--- src/rtl/riscv_structures_pkg.sv ---
// Shared RISC-V decode types: ALU ops, instruction formats, control bundle and opcodes.
// Encodings of ALU_INVALID / INVALID_TYPE are zero so a cleared bundle means "no op".
package riscv_structures;

    typedef enum logic [4:0] {
        ALU_INVALID = 5'd0,
        ALU_ADD, ALU_SUB, ALU_SLL, ALU_SLT, ALU_SLTU, ALU_XOR, ALU_SRL, ALU_SRA, ALU_OR, ALU_AND,
        ALU_MUL, ALU_MULH, ALU_MULHSU, ALU_MULHU, ALU_DIV, ALU_DIVU, ALU_REM, ALU_REMU
    } alu_op_e;

    typedef enum logic [2:0] {
        INVALID_TYPE = 3'd0, R_TYPE, I_TYPE, S_TYPE, B_TYPE, U_TYPE, J_TYPE
    } instr_type_e;

    typedef enum logic [1:0] {EMPTY, FULL, MULDIV} pipe_state_e;

    typedef struct packed {
        alu_op_e     alu_op;
        logic        mem_read;
        logic        mem_write;
        logic        reg_write;
        logic        use_imm;
        logic        is_branch;
        logic        is_jump;
        logic        is_jalr;
        instr_type_e instr_type;
        logic [4:0]  rd;
        logic [4:0]  rs1;
        logic [4:0]  rs2;
        logic [2:0]  funct3;
    } ctrl_t;

    localparam logic [6:0] OPC_OP     = 7'b0110011;
    localparam logic [6:0] OPC_OP_IMM = 7'b0010011;
    localparam logic [6:0] OPC_LOAD   = 7'b0000011;
    localparam logic [6:0] OPC_STORE  = 7'b0100011;
    localparam logic [6:0] OPC_BRANCH = 7'b1100011;
    localparam logic [6:0] OPC_JAL    = 7'b1101111;
    localparam logic [6:0] OPC_JALR   = 7'b1100111;
    localparam logic [6:0] OPC_LUI    = 7'b0110111;
    localparam logic [6:0] OPC_AUIPC  = 7'b0010111;
    localparam logic [6:0] OPC_SYSTEM = 7'b1110011;

    localparam logic [6:0] F7_BASE   = 7'b0000000;
    localparam logic [6:0] F7_ALT    = 7'b0100000;
    localparam logic [6:0] F7_MULDIV = 7'b0000001;

    function automatic alu_op_e base_alu(input logic [2:0] f3);
        alu_op_e op;
        op = ALU_INVALID;
        case (f3)
            3'b000: op = ALU_ADD;
            3'b001: op = ALU_SLL;
            3'b010: op = ALU_SLT;
            3'b011: op = ALU_SLTU;
            3'b100: op = ALU_XOR;
            3'b101: op = ALU_SRL;
            3'b110: op = ALU_OR;
            3'b111: op = ALU_AND;
            default: op = ALU_INVALID;
        endcase
        return op;
    endfunction

    function automatic alu_op_e muldiv_alu(input logic [2:0] f3);
        alu_op_e op;
        op = ALU_INVALID;
        case (f3)
            3'b000: op = ALU_MUL;
            3'b001: op = ALU_MULH;
            3'b010: op = ALU_MULHSU;
            3'b011: op = ALU_MULHU;
            3'b100: op = ALU_DIV;
            3'b101: op = ALU_DIVU;
            3'b110: op = ALU_REM;
            3'b111: op = ALU_REMU;
            default: op = ALU_INVALID;
        endcase
        return op;
    endfunction

    function automatic ctrl_t ctrl_reset();
        ctrl_t c;
        c = '0;
        c.alu_op     = ALU_INVALID;
        c.instr_type = INVALID_TYPE;
        return c;
    endfunction

endpackage

--- src/rtl/cu_decode.sv ---
// Combinational RV32I(+M) decoder producing the control bundle for one instruction word.
module cu_decode
    import riscv_structures::*;
#(
    parameter bit ENABLE_M = 1'b1
) (
    input  logic [31:0] instr,
    output ctrl_t       ctrl,
    output logic        illegal,
    output logic        is_muldiv
);

    logic [6:0]  opcode;
    logic [2:0]  funct3;
    logic [6:0]  funct7;
    alu_op_e     alu;
    instr_type_e ty;

    assign opcode = instr[6:0];
    assign funct3 = instr[14:12];
    assign funct7 = instr[31:25];

    always_comb begin
        alu       = ALU_INVALID;
        ty        = INVALID_TYPE;
        is_muldiv = 1'b0;
        case (opcode)
            OPC_OP: begin
                if (funct7 == F7_BASE) begin
                    alu = base_alu(funct3);
                end else if (funct7 == F7_ALT && funct3 == 3'b000) begin
                    alu = ALU_SUB;
                end else if (funct7 == F7_ALT && funct3 == 3'b101) begin
                    alu = ALU_SRA;
                end else if (funct7 == F7_MULDIV && ENABLE_M) begin
                    alu       = muldiv_alu(funct3);
                    is_muldiv = 1'b1;
                end
                if (alu != ALU_INVALID) ty = R_TYPE;
            end
            OPC_OP_IMM: begin
                // shift-immediates reuse funct7 as a qualifier; everything else ignores it
                case (funct3)
                    3'b001:  alu = (funct7 == F7_BASE) ? ALU_SLL : ALU_INVALID;
                    3'b101:  alu = (funct7 == F7_BASE) ? ALU_SRL :
                                   (funct7 == F7_ALT)  ? ALU_SRA : ALU_INVALID;
                    default: alu = base_alu(funct3);
                endcase
                if (alu != ALU_INVALID) ty = I_TYPE;
            end
            OPC_LOAD: begin
                if (funct3 inside {3'b000, 3'b001, 3'b010, 3'b100, 3'b101}) begin
                    alu = ALU_ADD;
                    ty  = I_TYPE;
                end
            end
            OPC_STORE: begin
                if (funct3 inside {3'b000, 3'b001, 3'b010}) begin
                    alu = ALU_ADD;
                    ty  = S_TYPE;
                end
            end
            OPC_BRANCH: begin
                if (funct3 != 3'b010 && funct3 != 3'b011) begin
                    alu = ALU_ADD;
                    ty  = B_TYPE;
                end
            end
            OPC_JAL: begin
                alu = ALU_ADD;
                ty  = J_TYPE;
            end
            OPC_JALR: begin
                if (funct3 == 3'b000) begin
                    alu = ALU_ADD;
                    ty  = I_TYPE;
                end
            end
            OPC_LUI, OPC_AUIPC: begin
                alu = ALU_ADD;
                ty  = U_TYPE;
            end
            OPC_SYSTEM: begin
                if (funct3 != 3'b100) begin
                    alu = ALU_ADD;
                    ty  = I_TYPE;
                end
            end
            default: begin
                alu = ALU_INVALID;
                ty  = INVALID_TYPE;
            end
        endcase

        ctrl        = '0;
        ctrl.rd     = instr[11:7];
        ctrl.rs1    = instr[19:15];
        ctrl.rs2    = instr[24:20];
        ctrl.funct3 = funct3;
        illegal     = (ty == INVALID_TYPE);
        if (!illegal) begin
            ctrl.alu_op     = alu;
            ctrl.instr_type = ty;
            ctrl.use_imm    = (ty inside {I_TYPE, S_TYPE, U_TYPE, J_TYPE});
            ctrl.reg_write  = (ty != S_TYPE) && (ty != B_TYPE) && (instr[11:7] != 5'd0);
            ctrl.mem_read   = (opcode == OPC_LOAD);
            ctrl.mem_write  = (opcode == OPC_STORE);
            ctrl.is_branch  = (opcode == OPC_BRANCH);
            ctrl.is_jump    = (opcode == OPC_JAL) || (opcode == OPC_JALR);
            ctrl.is_jalr    = (opcode == OPC_JALR);
        end
    end

endmodule

--- src/rtl/cu_pipe.sv ---
// Single decode pipeline stage with valid/ready handshake and multi-cycle RV32M occupancy.
// state  | meaning
// EMPTY  | nothing held, accepting
// MULDIV | M op held, counting down before it may leave
// FULL   | out_ctrl valid, waiting for out_ready
module cu_pipe
    import riscv_structures::*;
#(
    parameter int ENABLE_M      = 1,
    parameter int MULDIV_CYCLES = 4
) (
    input  logic        clk,
    input  logic        rst_n,
    input  logic        in_valid,
    output logic        in_ready,
    input  logic [31:0] instr,
    input  logic        flush,
    output logic        out_valid,
    input  logic        out_ready,
    output ctrl_t       out_ctrl,
    output logic        illegal
);

    localparam int CW = (MULDIV_CYCLES > 1) ? $clog2(MULDIV_CYCLES) : 1;
    localparam bit MULTI = (MULDIV_CYCLES > 1);
    localparam logic [CW-1:0] CNT_LOAD = CW'(MULDIV_CYCLES - 1);

    pipe_state_e   state;
    logic [CW-1:0] cnt;
    ctrl_t         dec_ctrl;
    logic          dec_illegal;
    logic          dec_muldiv;
    logic          accept;

    cu_decode #(.ENABLE_M(ENABLE_M != 0)) u_decode (
        .instr     (instr),
        .ctrl      (dec_ctrl),
        .illegal   (dec_illegal),
        .is_muldiv (dec_muldiv)
    );

    always_comb begin
        in_ready = !flush && ((state == EMPTY) || (state == FULL && out_ready));
        accept   = in_valid && in_ready;
    end

    always_ff @(posedge clk or negedge rst_n) begin
        if (!rst_n) begin
            state     <= EMPTY;
            cnt       <= '0;
            out_valid <= 1'b0;
            illegal   <= 1'b0;
            out_ctrl  <= ctrl_reset();
        end else if (flush) begin
            state     <= EMPTY;
            cnt       <= '0;
            out_valid <= 1'b0;
        end else if (accept) begin
            // covers both a fresh load from EMPTY and retire-with-refill from FULL
            out_ctrl <= dec_ctrl;
            illegal  <= dec_illegal;
            if (dec_muldiv && MULTI) begin
                state     <= MULDIV;
                cnt       <= CNT_LOAD;
                out_valid <= 1'b0;
            end else begin
                state     <= FULL;
                out_valid <= 1'b1;
            end
        end else begin
            case (state)
                MULDIV: begin
                    if (cnt == CW'(1)) begin
                        state     <= FULL;
                        cnt       <= '0;
                        out_valid <= 1'b1;
                    end else begin
                        cnt <= cnt - CW'(1);
                    end
                end
                FULL: begin
                    if (out_ready) begin
                        state     <= EMPTY;
                        out_valid <= 1'b0;
                    end
                end
                default: ;
            endcase
        end
    end

endmodule
--- config.mk ---
export PLATFORM = sky130hd
export DESIGN_NAME = cu_pipe
export DESIGN_NICKNAME = d
export VERILOG_FILES = /design/src/rtl/riscv_structures_pkg.sv /design/src/rtl/cu_decode.sv /design/src/rtl/cu_pipe.sv
export SDC_FILE = /design/constraint.sdc
export NUM_CORES = 1
export LEC_CHECK = 0
export CAP_MARGIN = 5
export CORE_MARGIN = 10
export CORE_UTILIZATION = 52
export CTS_CLUSTER_DIAMETER = 200
export CTS_CLUSTER_SIZE = 28
export DETAILED_ROUTE_END_ITERATION = 10
export HOLD_SLACK_MARGIN = 0.05
export PLACE_DENSITY_LB_ADDON = 0.25
export SETUP_SLACK_MARGIN = 0.5
export SLEW_MARGIN = 30
export SYNTH_ARGS = -nofsm -noshare
export SYNTH_HDL_FRONTEND = slang
export SYNTH_HIERARCHICAL = 1
export SYNTH_SLANG_ARGS = --single-unit
--- constraint.sdc ---
create_clock -name clk -period 3.17 [get_ports clk]
set_input_delay 0.951 -clock clk [delete_from_list [all_inputs] [get_ports clk]]
set_output_delay 0.951 -clock clk [all_outputs]
set_load 0.02 [all_outputs]
==> flow_summary.html, run 1 <==
<table>
<tr><th>Metric</th><th>Value</th></tr>
<tr><th colspan="2">Run status</th></tr>
<tr><td>Outcome</td><td>complete, no violations</td></tr>
<tr><th colspan="2">Global routing</th></tr>
<tr><td>Overall routing resource usage</td><td>16.0%</td></tr>
<tr><td>Sum of overflow across all layers after global routing</td><td>0</td></tr>
<tr><td>Vias in the first global route</td><td>2,130</td></tr>
<tr><td>Pin count of the biggest net entering global routing</td><td>43</td></tr>
<tr><td>Global-route wire length before repair</td><td>between 10,000 and 15,000 um</td></tr>
<tr><td>Number of antenna violations at the first check in global routing</td><td>0</td></tr>
<tr><th colspan="2">Final layout</th></tr>
<tr><td>Share of cells above drive strength 1</td><td>31.7%</td></tr>
<tr><td>Final core area utilization</td><td>74.0%</td></tr>
<tr><td>Count of fill cells added during filler insertion</td><td>349</td></tr>
<tr><td>Final instance count without filler cells</td><td>386</td></tr>
<tr><td>Diodes inserted</td><td>0</td></tr>
<tr><td>Final layout net count</td><td>366</td></tr>
<tr><td>FF+latch area</td><td>951 sq um</td></tr>
<tr><td>Area added between synthesis and finish</td><td>37.4%</td></tr>
<tr><td>Combined area of the multi-input logic cells</td><td>1390 sq um</td></tr>
<tr><td>Post-layout instance area</td><td>approximately 3500 sq um</td></tr>
<tr><th colspan="2">Clock tree</th></tr>
<tr><td>CTS Hold Bufs</td><td>0</td></tr>
<tr><td>Clk buf depth</td><td>2</td></tr>
<tr><td>CTS tree</td><td>built</td></tr>
<tr><td>CTS H-tree lvls</td><td>2</td></tr>
<tr><td>Master cell of the clock root buffer</td><td>clkbuf_8</td></tr>
<tr><td>Clock Latency Late Sink</td><td>310 ps</td></tr>
<tr><td>TritonCTS buffer count</td><td>5</td></tr>
<tr><td>Clock-pin slew of the registers on the worst-case setup and hold paths</td><td>80 ps</td></tr>
<tr><td>Clk sink count</td><td>38</td></tr>
<tr><th colspan="2">Detailed routing</th></tr>
<tr><td>Detailed-router iteration count before antenna repair</td><td>4</td></tr>
<tr><td>DRT iter0 DRCs</td><td>196</td></tr>
<tr><td>Total Routed Length</td><td>6700 um</td></tr>
<tr><td>Remaining antenna violation count</td><td>0</td></tr>
<tr><td>Average wire length per cell after detail routing</td><td>17.4 um</td></tr>
<tr><td>Post-route DRC</td><td>0</td></tr>
<tr><td>Number of vias after detailed routing</td><td>2,126</td></tr>
<tr><td>Via/cell ratio</td><td>~5.5</td></tr>
<tr><th colspan="2">Floorplanning</th></tr>
<tr><td>Initial core utilization</td><td>53.9%</td></tr>
<tr><td>Die height</td><td>89.9 um</td></tr>
<tr><td># IOs</td><td>73</td></tr>
<tr><td>DIE WIDTH</td><td>89.9 um</td></tr>
<tr><td>Number of cell rows</td><td>25</td></tr>
<tr><td>Die area</td><td>just over 8000 sq um</td></tr>
<tr><td>Core Footprint</td><td>4720 sq um</td></tr>
<tr><th colspan="2">STA</th></tr>
<tr><td>Post-route clock period utilization</td><td>~83%</td></tr>
<tr><td>Min Clock Period, post-route</td><td>2640 ps</td></tr>
<tr><td>Number of hold violations in the final report</td><td>0</td></tr>
<tr><td>Achievable Freq</td><td>roughly 380 MHz</td></tr>
<tr><td>Worst hold slack across all endpoints</td><td>509 ps</td></tr>
<tr><td>Setup repair after global routing missed its margin</td><td>false</td></tr>
<tr><td>TNS Setup</td><td>0 ps</td></tr>
<tr><td>Max Clock Skew</td><td>6.66 ps</td></tr>
<tr><td>Worst Setup Slack, final</td><td>529 ps</td></tr>
<tr><td>Number of failing setup endpoints in the final timing report</td><td>0</td></tr>
<tr><td>Slew at the pin closest to its max-slew limit</td><td>~840 ps</td></tr>
<tr><td>Final count of pins violating max slew</td><td>0</td></tr>
<tr><td>Slew Limit Headroom</td><td>44.3%</td></tr>
<tr><th colspan="2">Logic synthesis</th></tr>
<tr><td>Netlist cell types</td><td>56</td></tr>
<tr><td>Mean instance size in the synthesized netlist</td><td>between 10 and 15 sq um</td></tr>
<tr><td>Ys flop type</td><td>dfrtp_1</td></tr>
<tr><td>Yosys warns</td><td>6</td></tr>
<tr><td>FFs w/ async S/R, synth</td><td>100%</td></tr>
<tr><td>Post-synthesis net count</td><td>around 290</td></tr>
<tr><td>Number of enable flip-flop cells after synthesis</td><td>0</td></tr>
<tr><td>Synth Register Bits</td><td>38</td></tr>
<tr><td>Synthesized area</td><td>2540 sq um</td></tr>
<tr><td>Share of the yosys chip area belonging to registers</td><td>37.4%</td></tr>
<tr><td>Cell count after synthesis</td><td>about 240</td></tr>
<tr><th colspan="2">Critical path</th></tr>
<tr><td>List of cells traversed by the critical path</td><td>clkdlybuf4s50_1, inv_1, a311o_1, a21oi_1, a21bo_1, a311o_1, mux2_2</td></tr>
<tr><td>Reg2Reg Setup Slack</td><td>around 1300 ps</td></tr>
<tr><td>Kind of end point of the critical path</td><td>register</td></tr>
<tr><td>Cell type of the slowest stage on the worst timing path</td><td>clkdlybuf4s50_1</td></tr>
<tr><td>Worst setup path category</td><td>input pin to register</td></tr>
<tr><td>Largest incremental delay on the critical path</td><td>530 ps</td></tr>
<tr><td>Critical Path RT</td><td>roughly 3400 ps</td></tr>
<tr><td>Cell occurring most often along the worst timing path</td><td>a311o_1</td></tr>
<tr><td>Crit start category</td><td>input pin</td></tr>
<tr><td>Data arrival time of the critical path</td><td>2840 ps</td></tr>
<tr><td>Critical path peak fanout</td><td>3</td></tr>
<tr><th colspan="2">Place</th></tr>
<tr><td>Port bufs</td><td>72</td></tr>
<tr><td>Post-DP HPWL</td><td>slightly above 5000 um</td></tr>
<tr><td>Final estimated routing congestion in global placement</td><td>0.970</td></tr>
<tr><td>Number of cells after detailed placement</td><td>376</td></tr>
<tr><td>Setup slack after placement</td><td>-187 ps</td></tr>
<tr><td>Cell Area, Placed</td><td>3330 sq um</td></tr>
<tr><th colspan="2">Power</th></tr>
<tr><td>Leakage power of the design</td><td>roughly 1.5 nW</td></tr>
<tr><td>Total power consumption of the routed design</td><td>1.53 mW</td></tr>
<tr><td>Power per Cell Area</td><td>around 440 nW/um^2</td></tr>
<tr><td>Worst voltage drop across the vdd grid</td><td>0.329 mV</td></tr>
<tr><th colspan="2">Hold path</th></tr>
<tr><td>HP Class</td><td>register to register</td></tr>
<tr><th colspan="2">Run</th></tr>
<tr><td>Total of max-cap violations</td><td>0</td></tr>
</table>
-- Yosys cell counts (3+ instances only) --
cell type,number,area share (%)
dfrtp_1,38,37
mux2_2,34,15
buf_4,19,5.6
nor2_1,15,2.2
ha_1,11,5.4
inv_1,9,1.3
nor3_1,9,1.8
nand2_1,8,1.2
nand2b_1,8,2.0
a21oi_1,7,1.4
o21ai_0,6,1.2
buf_6,5,2.2
nand3_1,5,0.98
nand3b_1,5,1.5
a311oi_1,3,1.0
and2_1,3,0.74
nor2b_1,3,0.74
o211ai_1,3,0.89
-- layout make-up --
class	instances	area share, %
flip-flops and latches	38	27.2
repair buffers	100	26.9
clock inverters	2	0.358
multi-input cells	164	39.8
well taps	67	2.40
clock buffers	6	2.36
inverters	9	0.967
-- power by group --
group          internal, mW  switching (mW)  leakage (nW)
clock                 0.175           0.186        0.0472
combinational         0.299           0.270         0.969
sequential            0.563          0.0387         0.483
total                  1.04           0.495          1.50
-- cell usage in the layout (no fill, tap or decap), types with 3 or more instances in the layout --
master,count
clkdlybuf4s50_1,57
dfrtp_1,38
mux2_2,34
buf_4,25
nor2_1,14
nand2b_1,8
nand2_1,8
ha_1,8
nor3_1,8
inv_1,7
a21oi_1,7
dlygate4sd2_1,7
clkbuf_8,6
nand3_1,5
nand3b_1,5
o21ai_0,5
dlymetal6s2s_1,4
buf_6,3
and2_1,3
o211ai_1,3
a311oi_1,3
-- registers in the layout (all words and copies together) (netlist names) --
name      count
illegal       1
state         2
cnt           2
out_ctrl     33
-- cells by family after synthesis --
logic type / after synthesis / synth area share, %
fa+ha+maj: 11 / 5.41
buf+inv: 36 / 10.1
simple gates: 78 / 19.6
mux: 36 / 15.8
flops: 38 / 37.4
compound gates: 39 / 11.7
-- per-layer routing --
layer | GRT usage [%] | up-vias | wire length [um] | share of wire, %
li1 | - | 1010 | - | -
met1 | 18.2 | 1019 | 2820 | 42
met2 | 27.6 | 82 | 3290 | 49
met3 | 4.82 | 15 | 451 | 6.7
met4 | 5.97 | 0 | 133 | 2.0
met5 | 0 | - | 0 | 0
-- critical path: cells and delay by family --
kind	cells	cell delay (ps)
buf+inv	2	610
mux	1	260
compound gates	4	1000
-- worst paths after layout --
| check | startpoint | endpoint | cells after the start |
|---|---|---|---|
| worst max register to register | state[1] | out_ctrl[1] | 7 |
| min in group asynchronous | rst_n | out_ctrl[10] | 1 |
| max in group asynchronous | rst_n | out_ctrl[11] | 1 |
| worst min register to register | out_ctrl[6] | out_ctrl[6] | 1 |
| worst min-delay path | out_ctrl[6] | out_ctrl[6] | 1 |
| worst max-delay path | instr[5] | out_ctrl[28] | 7 |
-- timing repair --
| item | in CTS | in global routing |
|---|---|---|
| pin swaps | 4 | 7 |
| buffers inserted | 2 | 0 |
| endpoints found under the setup margin | 11 | 7 |
| gates resized for setup | 29 | 9 |
| endpoints found under the hold margin | 0 | 0 |
No activity file was read; power rests on OpenSTA's default activity.
==> run 2: changes to the inputs <==
--- a/config.mk
+++ b/config.mk
@@ -7,7 +7,7 @@
 export LEC_CHECK = 0
 export CAP_MARGIN = 5
 export CORE_MARGIN = 10
-export CORE_UTILIZATION = 52
+export CORE_UTILIZATION = 43
 export CTS_CLUSTER_DIAMETER = 200
 export CTS_CLUSTER_SIZE = 28
 export DETAILED_ROUTE_END_ITERATION = 10
==> constraint.sdc (replaced) <==
create_clock -name clk -period 2.3 [get_ports clk]
set_input_delay 0.69 -clock clk [delete_from_list [all_inputs] [get_ports clk]]
set_output_delay 0.69 -clock clk [all_outputs]
set_load 0.02 [all_outputs]
==> flow_summary.html, run 2 (synthesis results as in run 1) <==
<table>
<tr><th>Metric</th><th>Value</th></tr>
<tr><th colspan="2">Final layout</th></tr>
<tr><td>Largest register FFs</td><td>33</td></tr>
<tr><td>Most frequent cells in the layout</td><td>buf_4, dfrtp_1, dlygate4sd2_1</td></tr>
<tr><td>Share of cells above drive strength 1</td><td>55.3%</td></tr>
<tr><td>Most common cell after layout, fill and taps aside</td><td>buf_4</td></tr>
<tr><td>Final instance count without filler cells</td><td>443</td></tr>
<tr><td>Top reg by flops</td><td>out_ctrl</td></tr>
<tr><td>Final layout net count</td><td>418</td></tr>
<tr><td>Count of fill cells added during filler insertion</td><td>348</td></tr>
<tr><td>Top flop regs</td><td>out_ctrl x33, cnt x2, state x2</td></tr>
<tr><td>Area added between synthesis and finish</td><td>74.3%</td></tr>
<tr><td>Diodes inserted</td><td>0</td></tr>
<tr><th colspan="2">Critical path</th></tr>
<tr><td>Cell type of the slowest stage on the worst timing path</td><td>a311o_1</td></tr>
<tr><td>Reg-to-reg startpoint</td><td>state[1]</td></tr>
<tr><td>CP endpoint</td><td>out_ctrl[25]</td></tr>
<tr><td>Worst Reg-to-Reg Cells</td><td>9</td></tr>
<tr><td>Worst setup path category</td><td>input pin to register</td></tr>
<tr><td>Destination of the worst register-to-register timing path</td><td>out_ctrl[21]</td></tr>
<tr><td>Startpoint of the most critical setup path</td><td>instr[13]</td></tr>
<tr><td>Critical path peak fanout</td><td>3</td></tr>
<tr><td>Kind of end point of the critical path</td><td>register</td></tr>
<tr><td>Critical Path RT</td><td>2490 ps</td></tr>
<tr><td>Largest incremental delay on the critical path</td><td>310 ps</td></tr>
<tr><td>List of cells traversed by the critical path</td><td>buf_6, buf_8, inv_12, ha_4, or2_0, a311o_1, a211oi_2, nand4_2, o21a_1, mux2_4</td></tr>
<tr><td>Cell family contributing the most delay on the critical path</td><td>compound AO/OA/AOI/OAI gates</td></tr>
<tr><td>Reg2Reg Setup Slack</td><td>360 ps</td></tr>
<tr><td>Buffers and inverters on the worst path</td><td>3</td></tr>
<tr><td>Crit start category</td><td>input pin</td></tr>
<tr><td>Cell count along the critical path</td><td>10</td></tr>
<tr><td>Data arrival time of the critical path</td><td>2520 ps</td></tr>
<tr><th colspan="2">Clock tree</th></tr>
<tr><td>Clock Latency Late Sink</td><td>300 ps</td></tr>
<tr><td>CTS Hold Bufs</td><td>0</td></tr>
<tr><td>Clk sink count</td><td>38</td></tr>
<tr><td>CTS tree</td><td>built</td></tr>
<tr><td>TritonCTS buffer count</td><td>5</td></tr>
<tr><td>CTS H-tree lvls</td><td>2</td></tr>
<tr><td>Clock-pin slew of the registers on the worst-case setup and hold paths</td><td>80 ps</td></tr>
<tr><td>Clk buf depth</td><td>2</td></tr>
<tr><td>Master cell of the clock root buffer</td><td>clkbuf_8</td></tr>
<tr><th colspan="2">Run</th></tr>
<tr><td>Total of max-cap violations</td><td>0</td></tr>
<tr><th colspan="2">Power</th></tr>
<tr><td>Worst voltage drop across the vdd grid</td><td>0.468 mV</td></tr>
<tr><td>Leakage power of the design</td><td>about 2 nW</td></tr>
<tr><td>Power per Cell Area</td><td>574 nW/um^2</td></tr>
<tr><td>Total power consumption of the routed design</td><td>about 2.5 mW</td></tr>
<tr><th colspan="2">Floorplanning</th></tr>
<tr><td>DIE WIDTH</td><td>96.9 um</td></tr>
<tr><td>Die area</td><td>9390 sq um</td></tr>
<tr><td>Die height</td><td>96.9 um</td></tr>
<tr><td>Core Footprint</td><td>5610 sq um</td></tr>
<tr><td>Initial core utilization</td><td>45.4%</td></tr>
<tr><td># IOs</td><td>73</td></tr>
<tr><td>Number of cell rows</td><td>27</td></tr>
<tr><th colspan="2">Global routing</th></tr>
<tr><td>Vias in the first global route</td><td>2,410</td></tr>
<tr><td>Sum of overflow across all layers after global routing</td><td>0</td></tr>
<tr><td>Global-route wire length before repair</td><td>about 13,000 um</td></tr>
<tr><td>Pin count of the biggest net entering global routing</td><td>37</td></tr>
<tr><td>Number of antenna violations at the first check in global routing</td><td>0</td></tr>
<tr><td>Overall routing resource usage</td><td>15.8%</td></tr>
<tr><th colspan="2">Hold path</th></tr>
<tr><td>HP Class</td><td>input pin to asynchronous set/reset pin</td></tr>
<tr><th colspan="2">Detailed routing</th></tr>
<tr><td>Total Routed Length</td><td>8990 um</td></tr>
<tr><td>Via/cell ratio</td><td>5.56</td></tr>
<tr><td>Number of vias after detailed routing</td><td>2,463</td></tr>
<tr><td>Detailed-router iteration count before antenna repair</td><td>4</td></tr>
<tr><td>Post-route DRC</td><td>0</td></tr>
<tr><td>Remaining antenna violation count</td><td>0</td></tr>
<tr><td>DRT iter0 DRCs</td><td>196</td></tr>
<tr><td>Average wire length per cell after detail routing</td><td>20.3 um</td></tr>
<tr><th colspan="2">STA</th></tr>
<tr><td>Slew Limit Headroom</td><td>73.4%</td></tr>
<tr><td>Setup repair after global routing missed its margin</td><td>true</td></tr>
<tr><td>TNS Setup</td><td>-35.5 ps</td></tr>
<tr><td>Min Clock Period, post-route</td><td>approximately 2300 ps</td></tr>
<tr><td>Final count of pins violating max slew</td><td>0</td></tr>
<tr><td>Worst hold slack across all endpoints</td><td>305 ps</td></tr>
<tr><td>Achievable Freq</td><td>428 MHz</td></tr>
<tr><td>Slew at the pin closest to its max-slew limit</td><td>399 ps</td></tr>
<tr><td>Number of failing setup endpoints in the final timing report</td><td>1</td></tr>
<tr><td>Post-route clock period utilization</td><td>102%</td></tr>
<tr><td>Number of hold violations in the final report</td><td>0</td></tr>
<tr><td>Worst Setup Slack, final</td><td>-35.5 ps</td></tr>
<tr><td>Max Clock Skew</td><td>5.91 ps</td></tr>
<tr><th colspan="2">Run status</th></tr>
<tr><td>Violated checks</td><td>setup timing</td></tr>
<tr><td>Outcome</td><td>finished with violations</td></tr>
<tr><th colspan="2">Place</th></tr>
<tr><td>Port bufs</td><td>roughly 70</td></tr>
<tr><td>Final estimated routing congestion in global placement</td><td>between 0.9 and 1</td></tr>
<tr><td>Post-DP HPWL</td><td>5650 um</td></tr>
<tr><td>Number of cells after detailed placement</td><td>408</td></tr>
</table>
run 2: changes by cell type in the layout (fill, tap and decap cells not counted), moves of 5 or more:
cell,delta
dlygate4sd2_1,+30
buf_2,+6
ha_4,+6
clkdlybuf4s50_1,-41
mux2_4,+33
mux2_2,-33
ha_1,-5
buf_4,+29
buf_8,+5
buf_6,+18
run 2: worst min path at each step:
stage | startpoint | end
finish | rst_n | out_ctrl[11]
global route | rst_n | out_ctrl[16]
CTS | rst_n | out_ctrl[16]
detailed placement | out_ctrl[11] | out_ctrl[11]
global placement | out_ctrl[8] | out_ctrl[8]
floorplan | rst_n | cnt[0]
run 2: through the flow:
step,utilization (%),area (sq um),setup WS [ps]
finish,79.0,4430,-35.5
global placement,65.6,3680,-803
detailed placement,65.6,3680,-873
global route,79.0,4430,-77.4
CTS,71.3,4000,42.3
floorplan,-,2680,-87.6
run 2: layer usage:
layer / part of all wire [%] / global-route usage [%] / vias to the layer above
met2: 48 / 27.2 / 118
li1: - / - / 1116
met5: 0 / 0 / -
met1: 43 / 18.8 / 1210
met4: 2.0 / 3.38 / 0
met3: 6.7 / 4.83 / 19
run 2: final cells by class:
| type | count | area, sq um | share of cell area, % |
|---|---|---|---|
| Multi-Input combinational cell | 164 | 1770 | 39.9 |
| Timing Repair Buffer | 152 | 1430 | 32.3 |
| Sequential cell | 38 | 951 | 21.5 |
| Tap cell | 72 | 90.1 | 2.03 |
| Clock buffer | 5 | 68.8 | 1.55 |
| Clock inverter | 3 | 68.8 | 1.55 |
| Inverter | 9 | 53.8 | 1.21 |
run 2: timing repair:
action | 4_1_cts | 5_1_grt
pin swaps | 37 | 23
setup endpoints to repair | 74 | 39
resized for setup | 152 | 67
cloned | 0 | 7
buffers inserted | 12 | 8
hold endpoints to repair | 0 | 0
run 2: power breakdown:
part	internal, mW	switching, mW	leakage [nW]	total (mW)
registers	0.776	0.0579	0.483	0.834
logic	0.530	0.466	1.50	0.996
clock network	0.435	0.280	0.0683	0.715
